[src/rtl/rtc_set_ctrl_if.sv]
// Button, time and load/tick bundle between the time-set controller and the
// HH:MM:SS counter datapath. The master drives buttons and the current time.
interface rtc_set_ctrl_if;
   logic        MODE_BTN;
   logic        INC_BTN;
   logic [3:0]  HRM;
   logic [3:0]  HRL;
   logic [3:0]  MIN_M;
   logic [3:0]  MIN_L;
   logic [3:0]  SEC_M;
   logic [3:0]  SEC_L;
   logic        TICK;
   logic        LOAD;
   logic [23:0] LD_TIME;
   logic        EDIT;
   logic [1:0]  FIELD;

   modport master (
      output MODE_BTN, INC_BTN, HRM, HRL, MIN_M, MIN_L, SEC_M, SEC_L,
      input  TICK, LOAD, LD_TIME, EDIT, FIELD
   );

   modport slave (
      input  MODE_BTN, INC_BTN, HRM, HRL, MIN_M, MIN_L, SEC_M, SEC_L,
      output TICK, LOAD, LD_TIME, EDIT, FIELD
   );
endinterface

[src/rtl/rtc_set_ctrl.sv]
// Time-set and tick controller: one-second prescaler for the BCD counter plus
// a MODE/INC edit sequence on a shadow copy that is written back with LOAD.
module rtc_set_ctrl #(
   parameter int TICK_DIV    = 4,
   parameter int REPEAT_DLY  = 8,
   parameter int REPEAT_RATE = 4
) (
   input  logic          CLK,
   input  logic          RST_N,
   rtc_set_ctrl_if.slave bus
);

   typedef enum logic [1:0] {
      RUN     = 2'd0,
      SET_HR  = 2'd1,
      SET_MIN = 2'd2,
      SET_SEC = 2'd3
   } state_t;

   localparam int PRE_W   = $clog2(TICK_DIV);
   localparam int RPT_MAX = (REPEAT_DLY > REPEAT_RATE) ? REPEAT_DLY : REPEAT_RATE;
   localparam int RPT_W   = $clog2(RPT_MAX + 1);

   state_t             state;
   logic [PRE_W-1:0]   pre;
   logic [23:0]        shadow;
   logic [23:0]        cur_time;
   logic [RPT_W-1:0]   rpt_cnt;
   logic               rpt_on;
   logic               mode_q;
   logic               inc_q;
   logic               mode_ev;
   logic               inc_ev;
   logic               inc_rise;
   logic               inc_held;
   logic               rpt_fire;
   logic               in_set;
   logic               tick_r;
   logic               load_r;
   logic [23:0]        ld_time_r;
   logic               edit_r;
   logic [1:0]         field_r;

   // Two-digit BCD increment with wrap to 00 once the field limit is reached.
   function automatic logic [7:0] bcd_inc(input logic [7:0] v, input logic [7:0] lim);
      logic [7:0] r;
      if (v >= lim)
         r = 8'h00;
      else if (v[3:0] >= 4'd9)
         r = {v[7:4] + 4'd1, 4'd0};
      else
         r = {v[7:4], v[3:0] + 4'd1};
      return r;
   endfunction

   assign cur_time = {bus.HRM, bus.HRL, bus.MIN_M, bus.MIN_L, bus.SEC_M, bus.SEC_L};
   assign in_set   = (state != RUN);
   assign inc_rise = bus.INC_BTN & ~inc_q;
   // rpt_cnt==0 marks an idle repeat engine, so a hold carried over a MODE
   // change never resumes repeating in the new field.
   assign inc_held = bus.INC_BTN & inc_q & (rpt_cnt != '0);
   assign rpt_fire = rpt_on ? (rpt_cnt == RPT_W'(REPEAT_RATE))
                            : (rpt_cnt == RPT_W'(REPEAT_DLY));

   // Button edge registers: events act one cycle after the sampled edge.
   always_ff @(posedge CLK or negedge RST_N) begin
      if (!RST_N) begin
         mode_q  <= 1'b0;
         inc_q   <= 1'b0;
         mode_ev <= 1'b0;
      end else begin
         mode_q  <= bus.MODE_BTN;
         inc_q   <= bus.INC_BTN;
         mode_ev <= bus.MODE_BTN & ~mode_q;
      end
   end

   // Increment event generation: immediate, delayed first repeat, then periodic.
   always_ff @(posedge CLK or negedge RST_N) begin
      if (!RST_N) begin
         rpt_cnt <= '0;
         rpt_on  <= 1'b0;
         inc_ev  <= 1'b0;
      end else if (mode_ev || !in_set) begin
         rpt_cnt <= '0;
         rpt_on  <= 1'b0;
         inc_ev  <= 1'b0;
      end else if (inc_rise) begin
         rpt_cnt <= RPT_W'(1);
         rpt_on  <= 1'b0;
         inc_ev  <= 1'b1;
      end else if (inc_held) begin
         inc_ev <= rpt_fire;
         if (rpt_fire) begin
            rpt_cnt <= RPT_W'(1);
            rpt_on  <= 1'b1;
         end else begin
            rpt_cnt <= rpt_cnt + RPT_W'(1);
         end
      end else begin
         rpt_cnt <= '0;
         rpt_on  <= 1'b0;
         inc_ev  <= 1'b0;
      end
   end

   // Edit FSM, shadow register, load strobe and prescaler.
   always_ff @(posedge CLK or negedge RST_N) begin
      if (!RST_N) begin
         state     <= RUN;
         pre       <= '0;
         shadow    <= '0;
         tick_r    <= 1'b0;
         load_r    <= 1'b0;
         ld_time_r <= '0;
         edit_r    <= 1'b0;
         field_r   <= 2'd0;
      end else begin
         load_r <= 1'b0;
         case (state)
            RUN: begin
               if (mode_ev) begin
                  state   <= SET_HR;
                  edit_r  <= 1'b1;
                  field_r <= 2'd1;
                  shadow  <= cur_time;
               end
            end
            SET_HR: begin
               if (mode_ev) begin
                  state   <= SET_MIN;
                  field_r <= 2'd2;
               end else if (inc_ev) begin
                  shadow[23:16] <= bcd_inc(shadow[23:16], 8'h23);
               end
            end
            SET_MIN: begin
               if (mode_ev) begin
                  state   <= SET_SEC;
                  field_r <= 2'd3;
               end else if (inc_ev) begin
                  shadow[15:8] <= bcd_inc(shadow[15:8], 8'h59);
               end
            end
            SET_SEC: begin
               if (mode_ev) begin
                  state     <= RUN;
                  edit_r    <= 1'b0;
                  field_r   <= 2'd0;
                  load_r    <= 1'b1;
                  ld_time_r <= shadow;
               end else if (inc_ev) begin
                  shadow[7:0] <= bcd_inc(shadow[7:0], 8'h59);
               end
            end
            default: begin
               state   <= RUN;
               edit_r  <= 1'b0;
               field_r <= 2'd0;
            end
         endcase

         // Leaving edit restarts the prescaler so the first TICK is a full period after LOAD.
         if (state == RUN && !mode_ev) begin
            if (pre == PRE_W'(TICK_DIV - 1)) begin
               pre    <= '0;
               tick_r <= 1'b1;
            end else begin
               pre    <= pre + PRE_W'(1);
               tick_r <= 1'b0;
            end
         end else begin
            pre    <= '0;
            tick_r <= 1'b0;
         end
      end
   end

   assign bus.TICK    = tick_r;
   assign bus.LOAD    = load_r;
   assign bus.LD_TIME = ld_time_r;
   assign bus.EDIT    = edit_r;
   assign bus.FIELD   = field_r;

endmodule

[src/flat_wrapper.sv]
// flat-port wrapper written by rule: the top's interface ports become plain ports
module rtc_set_ctrl_flat 
#(
   parameter int TICK_DIV    = 4,
   parameter int REPEAT_DLY  = 8,
   parameter int REPEAT_RATE = 4
)
  (CLK, RST_N, bus_MODE_BTN, bus_INC_BTN, bus_HRM, bus_HRL, bus_MIN_M, bus_MIN_L, bus_SEC_M, bus_SEC_L, bus_TICK, bus_LOAD, bus_LD_TIME, bus_EDIT, bus_FIELD);
  rtc_set_ctrl_if bus_i ();
  input  logic CLK;
  input  logic RST_N;
  input wire logic [$bits(bus_i.MODE_BTN)-1:0] bus_MODE_BTN;
  input wire logic [$bits(bus_i.INC_BTN)-1:0] bus_INC_BTN;
  input wire logic [$bits(bus_i.HRM)-1:0] bus_HRM;
  input wire logic [$bits(bus_i.HRL)-1:0] bus_HRL;
  input wire logic [$bits(bus_i.MIN_M)-1:0] bus_MIN_M;
  input wire logic [$bits(bus_i.MIN_L)-1:0] bus_MIN_L;
  input wire logic [$bits(bus_i.SEC_M)-1:0] bus_SEC_M;
  input wire logic [$bits(bus_i.SEC_L)-1:0] bus_SEC_L;
  output wire logic [$bits(bus_i.TICK)-1:0] bus_TICK;
  output wire logic [$bits(bus_i.LOAD)-1:0] bus_LOAD;
  output wire logic [$bits(bus_i.LD_TIME)-1:0] bus_LD_TIME;
  output wire logic [$bits(bus_i.EDIT)-1:0] bus_EDIT;
  output wire logic [$bits(bus_i.FIELD)-1:0] bus_FIELD;
  assign bus_i.MODE_BTN = bus_MODE_BTN;
  assign bus_i.INC_BTN = bus_INC_BTN;
  assign bus_i.HRM = bus_HRM;
  assign bus_i.HRL = bus_HRL;
  assign bus_i.MIN_M = bus_MIN_M;
  assign bus_i.MIN_L = bus_MIN_L;
  assign bus_i.SEC_M = bus_SEC_M;
  assign bus_i.SEC_L = bus_SEC_L;
  assign bus_TICK = bus_i.TICK;
  assign bus_LOAD = bus_i.LOAD;
  assign bus_LD_TIME = bus_i.LD_TIME;
  assign bus_EDIT = bus_i.EDIT;
  assign bus_FIELD = bus_i.FIELD;
  rtc_set_ctrl #(.TICK_DIV(TICK_DIV), .REPEAT_DLY(REPEAT_DLY), .REPEAT_RATE(REPEAT_RATE)) u_core (.CLK(CLK), .RST_N(RST_N), .bus(bus_i));
endmodule
[config.mk]
export PLATFORM = sky130hd
export DESIGN_NAME = rtc_set_ctrl_flat
export DESIGN_NICKNAME = d
export VERILOG_FILES = /design/src/rtl/rtc_set_ctrl_if.sv /design/src/rtl/rtc_set_ctrl.sv /design/src/flat_wrapper.sv
export SDC_FILE = /design/constraint.sdc
export NUM_CORES = 1
export LEC_CHECK = 0
export BUFFER_PORTS_ARGS = -buffer_cell sky130_fd_sc_hd__buf_2
export CORE_MARGIN = 2
export CORE_UTILIZATION = 40
export CTS_CLUSTER_DIAMETER = 40
export DETAILED_ROUTE_END_ITERATION = 8
export PLACE_DENSITY = 0.72
export SKIP_LAST_GASP = 1
export SYNTH_ARGS = -nofsm -noshare
export SYNTH_HDL_FRONTEND = slang
export SYNTH_SLANG_ARGS = --single-unit
[constraint.sdc]
create_clock -name CLK -period 2.4 [get_ports CLK]
set_clock_uncertainty 0.15 [all_clocks]
set_input_delay 0.24 -clock CLK [delete_from_list [all_inputs] [get_ports CLK]]
set_output_delay 0.24 -clock CLK [all_outputs]
set_load 0.05 [all_outputs]
==> flow_metrics.tcl, run 1 <==
set metrics [dict create \
    drc 0 \
    relative_slew_slack_pct 66.0 \
    post_synth_mux_area_share_pct 5.93 \
    detail_route.iter0.violations 94 \
    routed_wire_length_per_instance_um 14.2 \
    reg2regPathDepth 6 \
    vias_per_cell 5.10 \
    hold_depth 2 \
    complex_gate_fraction_of_the_synthesized_area_pct 17.2 \
    timing.setup.tns_ns 0 \
    layout-drive-gt1-share_pct 25.3 \
    grt_util_all_layers_pct 16.6 \
    detailed_place_hpwl_mm 5.11 \
    total_leakage_power_uw 0.00196 \
    flow.area_growth_from_synthesis_pct 21.1 \
    synth_simple_gate_area_share_pct 13.1 \
    slowest_stage "or3b_4" \
    worst_skew_pair_later_pin_latency_ns 0.34 \
    rsz0062_at_grt "no" \
    switching_share_pct 45.8 \
    clock_path_buffers 2 \
    num_antenna_cells 0 \
    critPathMaxStageDelay_ns 0.43 \
    finalCritPeriodShare_pct 91.8 \
    layout.core_utilization_pct 50.3 \
    fin_nets 427 \
    synthXorXnorAreaFrac_pct 0.543 \
    fp.dieH_um 93.8 \
    ports_placed_on_the_boundary 57 \
    powerDensity_nw_per_um2 1370 \
    critPathTopFamily "simple AND/OR/NAND/NOR gates" \
    comb_power_share_pct 48.7 \
    critical_path_peak_fanout 8 \
    post_synthesis_sequential_element_count 64 \
    root_buf_cell "clkbuf_8" \
    placeableCoreArea_um2 7770 \
    critPathCaptureType "register" \
    hold_path.class "in -> reg" \
    power_switching_uw 2450 \
    critical_path_stages 6 \
    synthesis.instances 303 \
    syn_area_per_cell_um2 10.7 \
    startpoint "u_core.bus.FIELD[0]$_DFFE_PN0P_" \
    crit_buf_inv 1 \
    synth_ff_type "dfrtp_1" \
    pin_count_of_the_biggest_net_entering_global_routing 29 \
    critPathKind "reg -> reg" \
    power_uw 5350 \
    p_clk_share_pct 16.9 \
    cts.sinks 64 \
    period_minus_slack_ns 2.20 \
    cts_buffers 9 \
    dominant_combinational_cell_family_by_area_after_synthesis "compound AO/OA/AOI/OAI gates" \
    power.ir.vdd_worst_mv 0.440 \
    core.rowCount 32 \
    clkTransAtPathRegs_ns 0.07 \
    commonest_non_fill_non_tap_cells_in_the_layout "dfrtp_1 (62), buf_2 (56), nand2_1 (30), inv_1 (28), o21ai_0 (25)" \
    run_status "finished clean" \
    die_area_um2 8810 \
    detailed_place.area_um2 3690 \
    floorplan.initialDensity_pct 41.6 \
    grt_first_pass_wirelength_mm 11.4 \
    synth.net_count 354 \
    synth_sequential_area_ratio_pct 49.6 \
    routed_wl_mm 6.84 \
    cp_cell_sequence "inv_1 -> ha_1 -> or3b_4 -> mux2i_2 -> o21ai_0 -> a22o_1" \
    vias 2457 \
    finalMaxSlewViolations 0 \
    post_syn_area_um2 3230 \
    die-width_um 93.8 \
    port-buffer-count 56 \
    post-route-cell-area_um2 3910 \
    tightestPinTransition_ns 0.505 \
    launching_point_of_the_worst_reg2reg_path "u_core.bus.FIELD[0]$_DFFE_PN0P_" \
    gp_congestion 0.855 \
    finalWorstSetupSlack_ns 0.196 \
    ant_nets 0 \
    synth_fa_ha_area_share_pct 8.91 \
    cts_tree "yes" \
    ys_warn_count 0 \
    antenna_found_initial 0 \
    cp_data_required_time_ns 2.48 \
    timing.max_cap.violations 0 \
    most_frequent_standard_cell_in_the_layout_excluding_fill_and_tap_cells "dfrtp_1" \
    async_flop_share_pct 100 \
    htree_num_levels 3 \
    internal_power_uw 2900 \
    synth_cell_type_count 50 \
    min-delay-start "bus_SEC_M[3]" \
    drt_pass1_iterations 4 \
    worst_ep_arrival_time_ns 2.28 \
    synth_enable_flop_cells 0 \
    worstSetupStartpointType "register" \
    post_cts_resized 0 \
    detailedPlace.worstSlack_ns 0.219 \
    finalHoldViolCount 0 \
    fmax_mhz 454 \
    total_of_endpoints_with_negative_setup_slack_in_the_final_report 0 \
    global_route.overflow_total 0 \
    grt_pass1_vias 2464 \
    share_of_power_burned_in_registers_pct 34.4 \
]
==> repair_timing <==
action	4_1_cts	5_1_grt
buffers inserted	0	0
endpoints found under the hold margin	23	0
hold buffers	3	0
==> state kept, by name, indices dropped and copies added (netlist names) <==
name,cells
u_core.bus.TICK,1
u_core.pre,2
u_core.bus.FIELD,2
u_core.bus.EDIT,1
u_core.rpt_cnt,4
u_core.bus.LD_TIME,24
u_core.mode_ev,1
u_core.bus.LOAD,1
u_core.inc_q,1
u_core.rpt_on,1
u_core.mode_q,1
u_core.shadow,24
u_core.inc_ev,1
==> per-layer routing <==
metal / global-route usage, % / routed length (um) / vias up
met2: 26.9 / 3260 / 62
met1: 20.2 / 3070 / 1171
met3: 5.54 / 428 / 10
met5: 0 / 0 / -
met4: 6.64 / 87 / 0
li1: - / - / 1214
==> metrics by stage <==
stage	hold WS, ns	instances
floorplan	-0.206	303
global placement	0.0860	464
detailed placement	0.0928	464
CTS	0.00536	482
global route	0.00163	482
finish	0.00594	482
==> worst paths after layout <==
check	to	slack (ns)
setup / recovery	u_core.shadow[2]$_DFFE_PN0P_	0.20
hold / removal	u_core.shadow[7]$_DFFE_PN0P_	0.006
setup reg to reg	u_core.shadow[2]$_DFFE_PN0P_	0.20
hold reg to reg	u_core.mode_ev$_DFF_PN0_	0.26
max in group asynchronous	u_core.bus.LD_TIME[23]$_DFFE_PN0P_	1.23
min in group asynchronous	u_core.bus.FIELD[1]$_DFFE_PN0P_	0.28
==> synthesized netlist by cell type, drive strengths merged (5+ instances only) <==
cell type	count	share of area (%)
dfrtp	64	50
nand2b	5	0.97
a22o	5	1.4
a21oi	8	1.2
nor3b	7	1.6
o2bb2ai	5	1.4
o21ai	27	4.2
nand2	30	3.5
a2bb2oi	6	1.6
and2	5	0.97
mux2	14	4.9
nor2	9	1.0
ha	23	8.9
nor2b	6	1.2
inv	28	3.3
==> cell families after synthesis <==
| logic type | after synthesis |
|---|---|
| AO/OA/AOI/OAI | 80 |
| AND/OR/NAND/NOR | 79 |
| flip-flops | 64 |
| buffers and inverters | 38 |
| adder cells (fa/ha/maj) | 23 |
| multiplexers | 17 |
| XOR/XNOR | 2 |
==> worst register-to-register path, delay by kind of cell, from the launching register on <==
kind            cells  cell delay, ns
compound gates      2            0.37
simple gates        1            0.43
mux                 1            0.37
fa+ha+maj           1            0.28
flops               1            0.40
buf+inv             1            0.09
==> power by group through the flow <==
stage / clock (uW) / combinational (uW) / sequential [uW]
finish: 902 / 2610 / 1840
global route: 977 / 2860 / 1900
CTS: 922 / 2620 / 1850
detailed placement: 0 / 2590 / 1860
global placement: 0 / 2540 / 1840
floorplan: 0 / 1240 / 2540
==> layout make-up <==
class                   count  area [um2]
inverters                  31         116
clock buffers              12         145
well taps                 102         128
flip-flops and latches     64        1600
repair buffers             69         398
clock inverters             3        42.5
multi-input cells         201        1480
fillers                   706        3860
(Power assumes the default switching activity.)
==> run 2: changes to the inputs <==
--- a/config.mk
+++ b/config.mk
@@ -11,6 +11,7 @@
 export CTS_CLUSTER_DIAMETER = 40
 export DETAILED_ROUTE_END_ITERATION = 8
 export PLACE_DENSITY = 0.72
+export SETUP_SLACK_MARGIN = 0.3
 export SKIP_LAST_GASP = 1
 export SYNTH_ARGS = -nofsm -noshare
 export SYNTH_HDL_FRONTEND = slang
==> run 2 against run 1 <==
Net effect: largest power group unchanged; first-iteration DRC count down 20%; global-route usage rose by 0.73 points; sequential share of layout area decreased by 0.66 points.
==> flow_metrics.tcl, run 2 (synthesis results as in run 1) <==
set metrics [dict create \
    run_status "finished clean" \
    worstSetupStartpointType "register" \
    timing.setup.tns_ns 0 \
    critPathKind "reg -> reg" \
    global_route.overflow_total 0 \
    worst_skew_pair_later_pin_latency_ns 0.34 \
    ant_nets 0 \
    layout-drive-gt1-share_pct 28.5 \
    routed_wire_length_per_instance_um 14.6 \
    dpl.cell_count 462 \
    fp.dieH_um 93.8 \
    filler_cell_count 727 \
    ports_placed_on_the_boundary 57 \
    routed.top_layer "met4" \
    total_leakage_power_uw 0.00196 \
    crit_buf_inv 1 \
    antenna_found_initial 0 \
    vias 2489 \
    routed-wl-met2_mm 3.29 \
    root_buf_cell "clkbuf_8" \
    htree_num_levels 3 \
    die-width_um 93.8 \
    cts_buffers 9 \
    port-buffer-count 56 \
    fmax_mhz 486 \
    core.rowCount 32 \
    placeableCoreArea_um2 7770 \
    wl_met1_mm 3.24 \
    power.ir.vdd_worst_mv 0.701 \
    num_antenna_cells 0 \
    grt_first_pass_wirelength_mm 11.7 \
    detail_route.iter0.violations 75 \
    cp_data_required_time_ns 2.48 \
    grt_pass1_vias 2404 \
    vias_per_cell 5.14 \
    detailed_place_hpwl_mm 5.33 \
    gp_congestion 0.878 \
    critical_path_peak_fanout 8 \
    routed_wl_mm 7.05 \
    powerDensity_nw_per_um2 1380 \
    worst_ep_arrival_time_ns 2.13 \
    drc 0 \
    total_of_endpoints_with_negative_setup_slack_in_the_final_report 0 \
    clock_path_buffers 2 \
    most_frequent_standard_cell_in_the_layout_excluding_fill_and_tap_cells "dfrtp_1" \
    floorplan.initialDensity_pct 41.6 \
    commonest_non_fill_non_tap_cells_in_the_layout "dfrtp_1 (62), buf_2 (56), nand2_1 (29), inv_1 (26), o21ai_0 (25)" \
    period_minus_slack_ns 2.06 \
    relative_slew_slack_pct 63.6 \
    cp_cell_sequence "inv_2 -> ha_4 -> or3b_4 -> mux2i_2 -> o21ai_0 -> a22o_1" \
    fin_nets 428 \
    critPathCaptureType "register" \
    cts.sinks 64 \
    wl_met3_um 387 \
    hold_path.class "in -> reg" \
    grt_util_all_layers_pct 17.3 \
    clkTransAtPathRegs_ns 0.08 \
    tightestPinTransition_ns 0.546 \
    rsz0062_at_grt "yes" \
    finalHoldViolCount 0 \
    slowest_stage "or3b_4" \
    flow.area_growth_from_synthesis_pct 23.1 \
    finalCritPeriodShare_pct 85.7 \
    critPathTopFamily "simple AND/OR/NAND/NOR gates" \
    timing.max_cap.violations 0 \
    power_uw 5480 \
    drt_pass1_iterations 4 \
    finalMaxSlewViolations 0 \
    die_area_um2 8810 \
    pin_count_of_the_biggest_net_entering_global_routing 25 \
    cts_tree "yes" \
    instances_no_fill 484 \
    critPathMaxStageDelay_ns 0.45 \
]
## run 2: cell count changes in the layout (fill, tap and decap cells not counted), sizes merged
cell,previous run,this run
dlygate4sd3,3,4
clkinv,4,3
clkinvlp,1,4
clkbuf,12,11
## run 2: routing by layer
layer  track usage (%)  vias up
met5                 0        -
met4              6.76        0
met3              5.14       10
met2              26.9       64
met1              22.7     1192
li1                  -     1223
## run 2: final cells by class
class                      instances  area [um2]  share of cell area, %
inverter                          31         124                   3.12
multi-input combinational        201        1520                   38.2
clock buffer                      11         151                   3.81
tap                              102         128                   3.21
clock inverter                     5        55.1                   1.39
timing repair buffer              70         395                   9.95
sequential                        64        1600                   40.4
## run 2: stage by stage
stage	hold WS [ns]	area (um2)	worst slack [ns]	util [%]
after floorplan	-0.206	3250	0.281	-
after global placement	0.107	3680	0.378	47.4
after detailed placement	0.110	3680	0.290	47.4
after CTS	0.00832	3930	0.317	50.6
after global routing	0.0430	3970	0.245	51.2
final	0.0243	3970	0.344	51.2
## run 2: power by group
part | switching (uW) | internal, uW
clock | 417 | 532
sequential | 350 | 1510
combinational | 1750 | 931
total | 2510 | 2970
## run 2: final timing paths
check,from,end,slack (ns),cells past startpoint
max reg2reg,u_core.bus.FIELD[0]$_DFFE_PN0P_,u_core.shadow[3]$_DFFE_PN0P_,0.34,6
min reg2reg,u_core.mode_q$_DFF_PN0_,u_core.mode_ev$_DFF_PN0_,0.25,1
min in group asynchronous,RST_N,u_core.rpt_cnt[1]$_DFF_PN0_,0.26,2
max,u_core.bus.FIELD[0]$_DFFE_PN0P_,u_core.shadow[3]$_DFFE_PN0P_,0.34,6
min,bus_MIN_M[3],u_core.shadow[15]$_DFFE_PN0P_,0.02,3
max in group asynchronous,RST_N,u_core.bus.LD_TIME[20]$_DFFE_PN0P_,1.13,3
## run 2: tightest hold or removal path, cell delays in order
cell	delay, ns
buf_2	0.09
nand3_1	0.07
o21ai_1	0.08
## run 2: repair_timing
action / 4_1_cts / 5_1_grt
setup endpoints to repair: 1 / 17
resized for setup: 1 / 7
endpoints found under the hold margin: 26 / 0
pin swaps: 0 / 0
hold buffers: 4 / 0
setup buffers: 0 / 2
==> run 3: changes to the inputs <==
--- a/config.mk
+++ b/config.mk
@@ -6,6 +6,7 @@
 export NUM_CORES = 1
 export LEC_CHECK = 0
 export BUFFER_PORTS_ARGS = -buffer_cell sky130_fd_sc_hd__buf_2
+export CORE_ASPECT_RATIO = 0.8
 export CORE_MARGIN = 2
 export CORE_UTILIZATION = 40
 export CTS_CLUSTER_DIAMETER = 40
==> constraint.sdc (replaced) <==
create_clock -name CLK -period 2.4 [get_ports CLK]
set_clock_uncertainty 0.15 [all_clocks]
set_input_delay 0.12 -clock CLK [delete_from_list [all_inputs] [get_ports CLK]]
set_output_delay 0.12 -clock CLK [all_outputs]
set_load 0.05 [all_outputs]
==> run 3 against run 2 <==
Net effect: sequential share of layout area fell by 2.4 points; clock-buffer cell count is 2 higher; first-iteration DRC count up 67%; combinational power increased by 2%; register-to-register slack barely moved; maximum frequency increased by 0.36%; sequential power barely moved; cell area is 6.4% higher; cell count is 5.6% higher; global-route usage shrank 0.30 points; hold slack worse by 0.015 ns; sequential cell count is the same; largest power group unchanged.
==> flow_metrics.tcl, run 3 (synthesis results as in run 1) <==
set metrics [dict create \
    power.ir.vdd_worst_mv 0.605 \
    cp_data_required_time_ns 2.51 \
    placeableCoreArea_um2 7870 \
    finalWorstSetupSlack_ns 0.352 \
    finalHoldViolCount 0 \
    grt_pass1_vias 2506 \
    hold_path.class "in -> reg" \
    flow.area_growth_from_synthesis_pct 31.0 \
    grt_first_pass_wirelength_mm 11.8 \
    critPathMaxStageDelay_ns 0.43 \
    filler_cell_count 717 \
    detailedPlace.worstSlack_ns 0.257 \
    clkTransAtPathRegs_ns 0.07 \
    finalMaxSlewViolations 0 \
    share_of_power_burned_in_registers_pct 32.9 \
    comb_power_share_pct 48.5 \
    critPathKind "reg -> reg" \
    p_clk_share_pct 18.6 \
    tightestPinTransition_ns 0.586 \
    fin_worst_hold_slack_ns 0.00933 \
    cts.sinks 64 \
    most_frequent_standard_cell_in_the_layout_excluding_fill_and_tap_cells "dfrtp_1" \
    die-width_um 104 \
    num_antenna_cells 0 \
    total_of_endpoints_with_negative_setup_slack_in_the_final_report 0 \
    power_switching_uw 2510 \
    ant_nets 0 \
    switching_share_pct 44.5 \
    detail_route.iter0.violations 125 \
    slowest_stage "dfrtp_2" \
    timing.setup.tns_ns 0 \
    routed_wl_mm 6.92 \
    total_leakage_power_uw 0.00207 \
    cts_buffers 9 \
    port-buffer-count 56 \
    finalCritPeriodShare_pct 85.4 \
    vias 2525 \
    gp_congestion 0.848 \
    layout-drive-gt1-share_pct 27.0 \
    timing.max_cap.violations 0 \
    floorplan.initialDensity_pct 41.0 \
    clock_path_buffers 2 \
    run_status "finished clean" \
    root_buf_cell "clkbuf_8" \
    rsz0062_at_grt "yes" \
    ports_placed_on_the_boundary 57 \
    relative_slew_slack_pct 60.9 \
    worstSetupStartpointType "register" \
    detailed_place_hpwl_mm 5.01 \
    commonest_non_fill_non_tap_cells_in_the_layout "dfrtp_1 (62), buf_2 (56), nand2_1 (28), inv_1 (26), o21ai_0 (25)" \
    critical_path_peak_fanout 7 \
    worst_ep_arrival_time_ns 2.16 \
    grt_util_all_layers_pct 17.0 \
    fin_nets 449 \
    routed_wire_length_per_instance_um 13.5 \
    worst_skew_pair_later_pin_latency_ns 0.35 \
    pin_count_of_the_biggest_net_entering_global_routing 40 \
    powerDensity_nw_per_um2 1330 \
    critPathCaptureType "register" \
    htree_num_levels 3 \
    drc 0 \
    cp_cell_sequence "inv_2 -> ha_2 -> nor4b_4 -> nand2_2 -> or3_1 -> a22oi_1" \
    vias_per_cell 4.94 \
    cts_tree "yes" \
    global_route.overflow_total 0 \
    fmax_mhz 488 \
    core.rowCount 29 \
    fp.dieH_um 84.4 \
    antenna_found_initial 0 \
    internal_power_uw 3130 \
    period_minus_slack_ns 2.05 \
    drt_pass1_iterations 4 \
    die_area_um2 8810 \
]
[run 3: cell count changes in the layout (fill, tap and decap cells not counted), sizes merged]
cell / previous run / this run
bufinv: 1 / 2
clkbuf: 11 / 13
dlygate4sd3: 4 / 23
buf: 66 / 68
clkinvlp: 4 / 1
[run 3: per-layer routing]
metal | up-vias | part of all wire, % | global-route usage, % | wire, um
met4 | 0 | 1.0 | 4.05 | 70
met1 | 1179 | 48 | 22.8 | 3350
li1 | 1270 | - | - | -
met2 | 69 | 44 | 26.1 | 3080
met3 | 7 | 6.1 | 6.44 | 424
met5 | - | 0 | 0 | 0
[run 3: cell type report]
cell class | instances | area (um2) | share of cell area, %
flip-flops and latches | 64 | 1600 | 37.9
multi-input cells | 201 | 1530 | 36.1
repair buffers | 91 | 617 | 14.6
clock buffers | 13 | 159 | 3.76
well taps | 108 | 135 | 3.20
inverters | 31 | 120 | 2.84
clock inverters | 3 | 65.1 | 1.54
[run 3: power by group through the flow]
stage | clock network, uW | logic, uW | registers (uW)
global route | 1130 | 3000 | 1920
global placement | 0 | 2570 | 1850
detailed placement | 0 | 2620 | 1870
floorplan | 0 | 1270 | 2540
finish | 1050 | 2730 | 1850
CTS | 1060 | 2660 | 1850
[run 3: timing repair]
item / in CTS / in global routing
buffers inserted: 0 / 3
endpoints found under the setup margin: 5 / 11
hold endpoints to repair: 48 / 0
hold buffers: 23 / 0
gates resized for setup: 2 / 8
[run 3: worst max-delay path: cells and delay by family (launching register included)]
kind	cells	cell delay [ns]
and+or+nand+nor	3	0.83
DFF	1	0.43
buffers and inverters	1	0.11
AOI/OAI and AO/OA	1	0.14
adders and majority gates	1	0.29
[run 3: stage by stage]
| stage | cell area (um2) | power (uW) | cells | util (%) |
|---|---|---|---|---|
| global route | 4230 | 6040 | 511 | 53.7 |
| global placement | 3710 | 4420 | 469 | 47.1 |
| floorplan | 3250 | 3810 | 303 | - |
| CTS | 4170 | 5580 | 508 | 52.9 |
| finish | 4230 | 5640 | 511 | 53.7 |
| detailed placement | 3710 | 4480 | 469 | 47.1 |
[run 3: final timing paths]
path,end,slack (ns),cells past startpoint,start
max,u_core.shadow[16]$_DFFE_PN0P_,0.35,6,u_core.bus.FIELD[1]$_DFFE_PN0P_
min,u_core.shadow[21]$_DFFE_PN0P_,0.009,3,bus_HRM[1]
max reg2reg,u_core.shadow[16]$_DFFE_PN0P_,0.35,6,u_core.bus.FIELD[1]$_DFFE_PN0P_
min reg2reg,u_core.mode_ev$_DFF_PN0_,0.24,1,u_core.mode_q$_DFF_PN0_
max in group asynchronous,u_core.shadow[19]$_DFFE_PN0P_,1.32,3,RST_N
min in group asynchronous,u_core.shadow[5]$_DFFE_PN0P_,0.16,2,RST_N
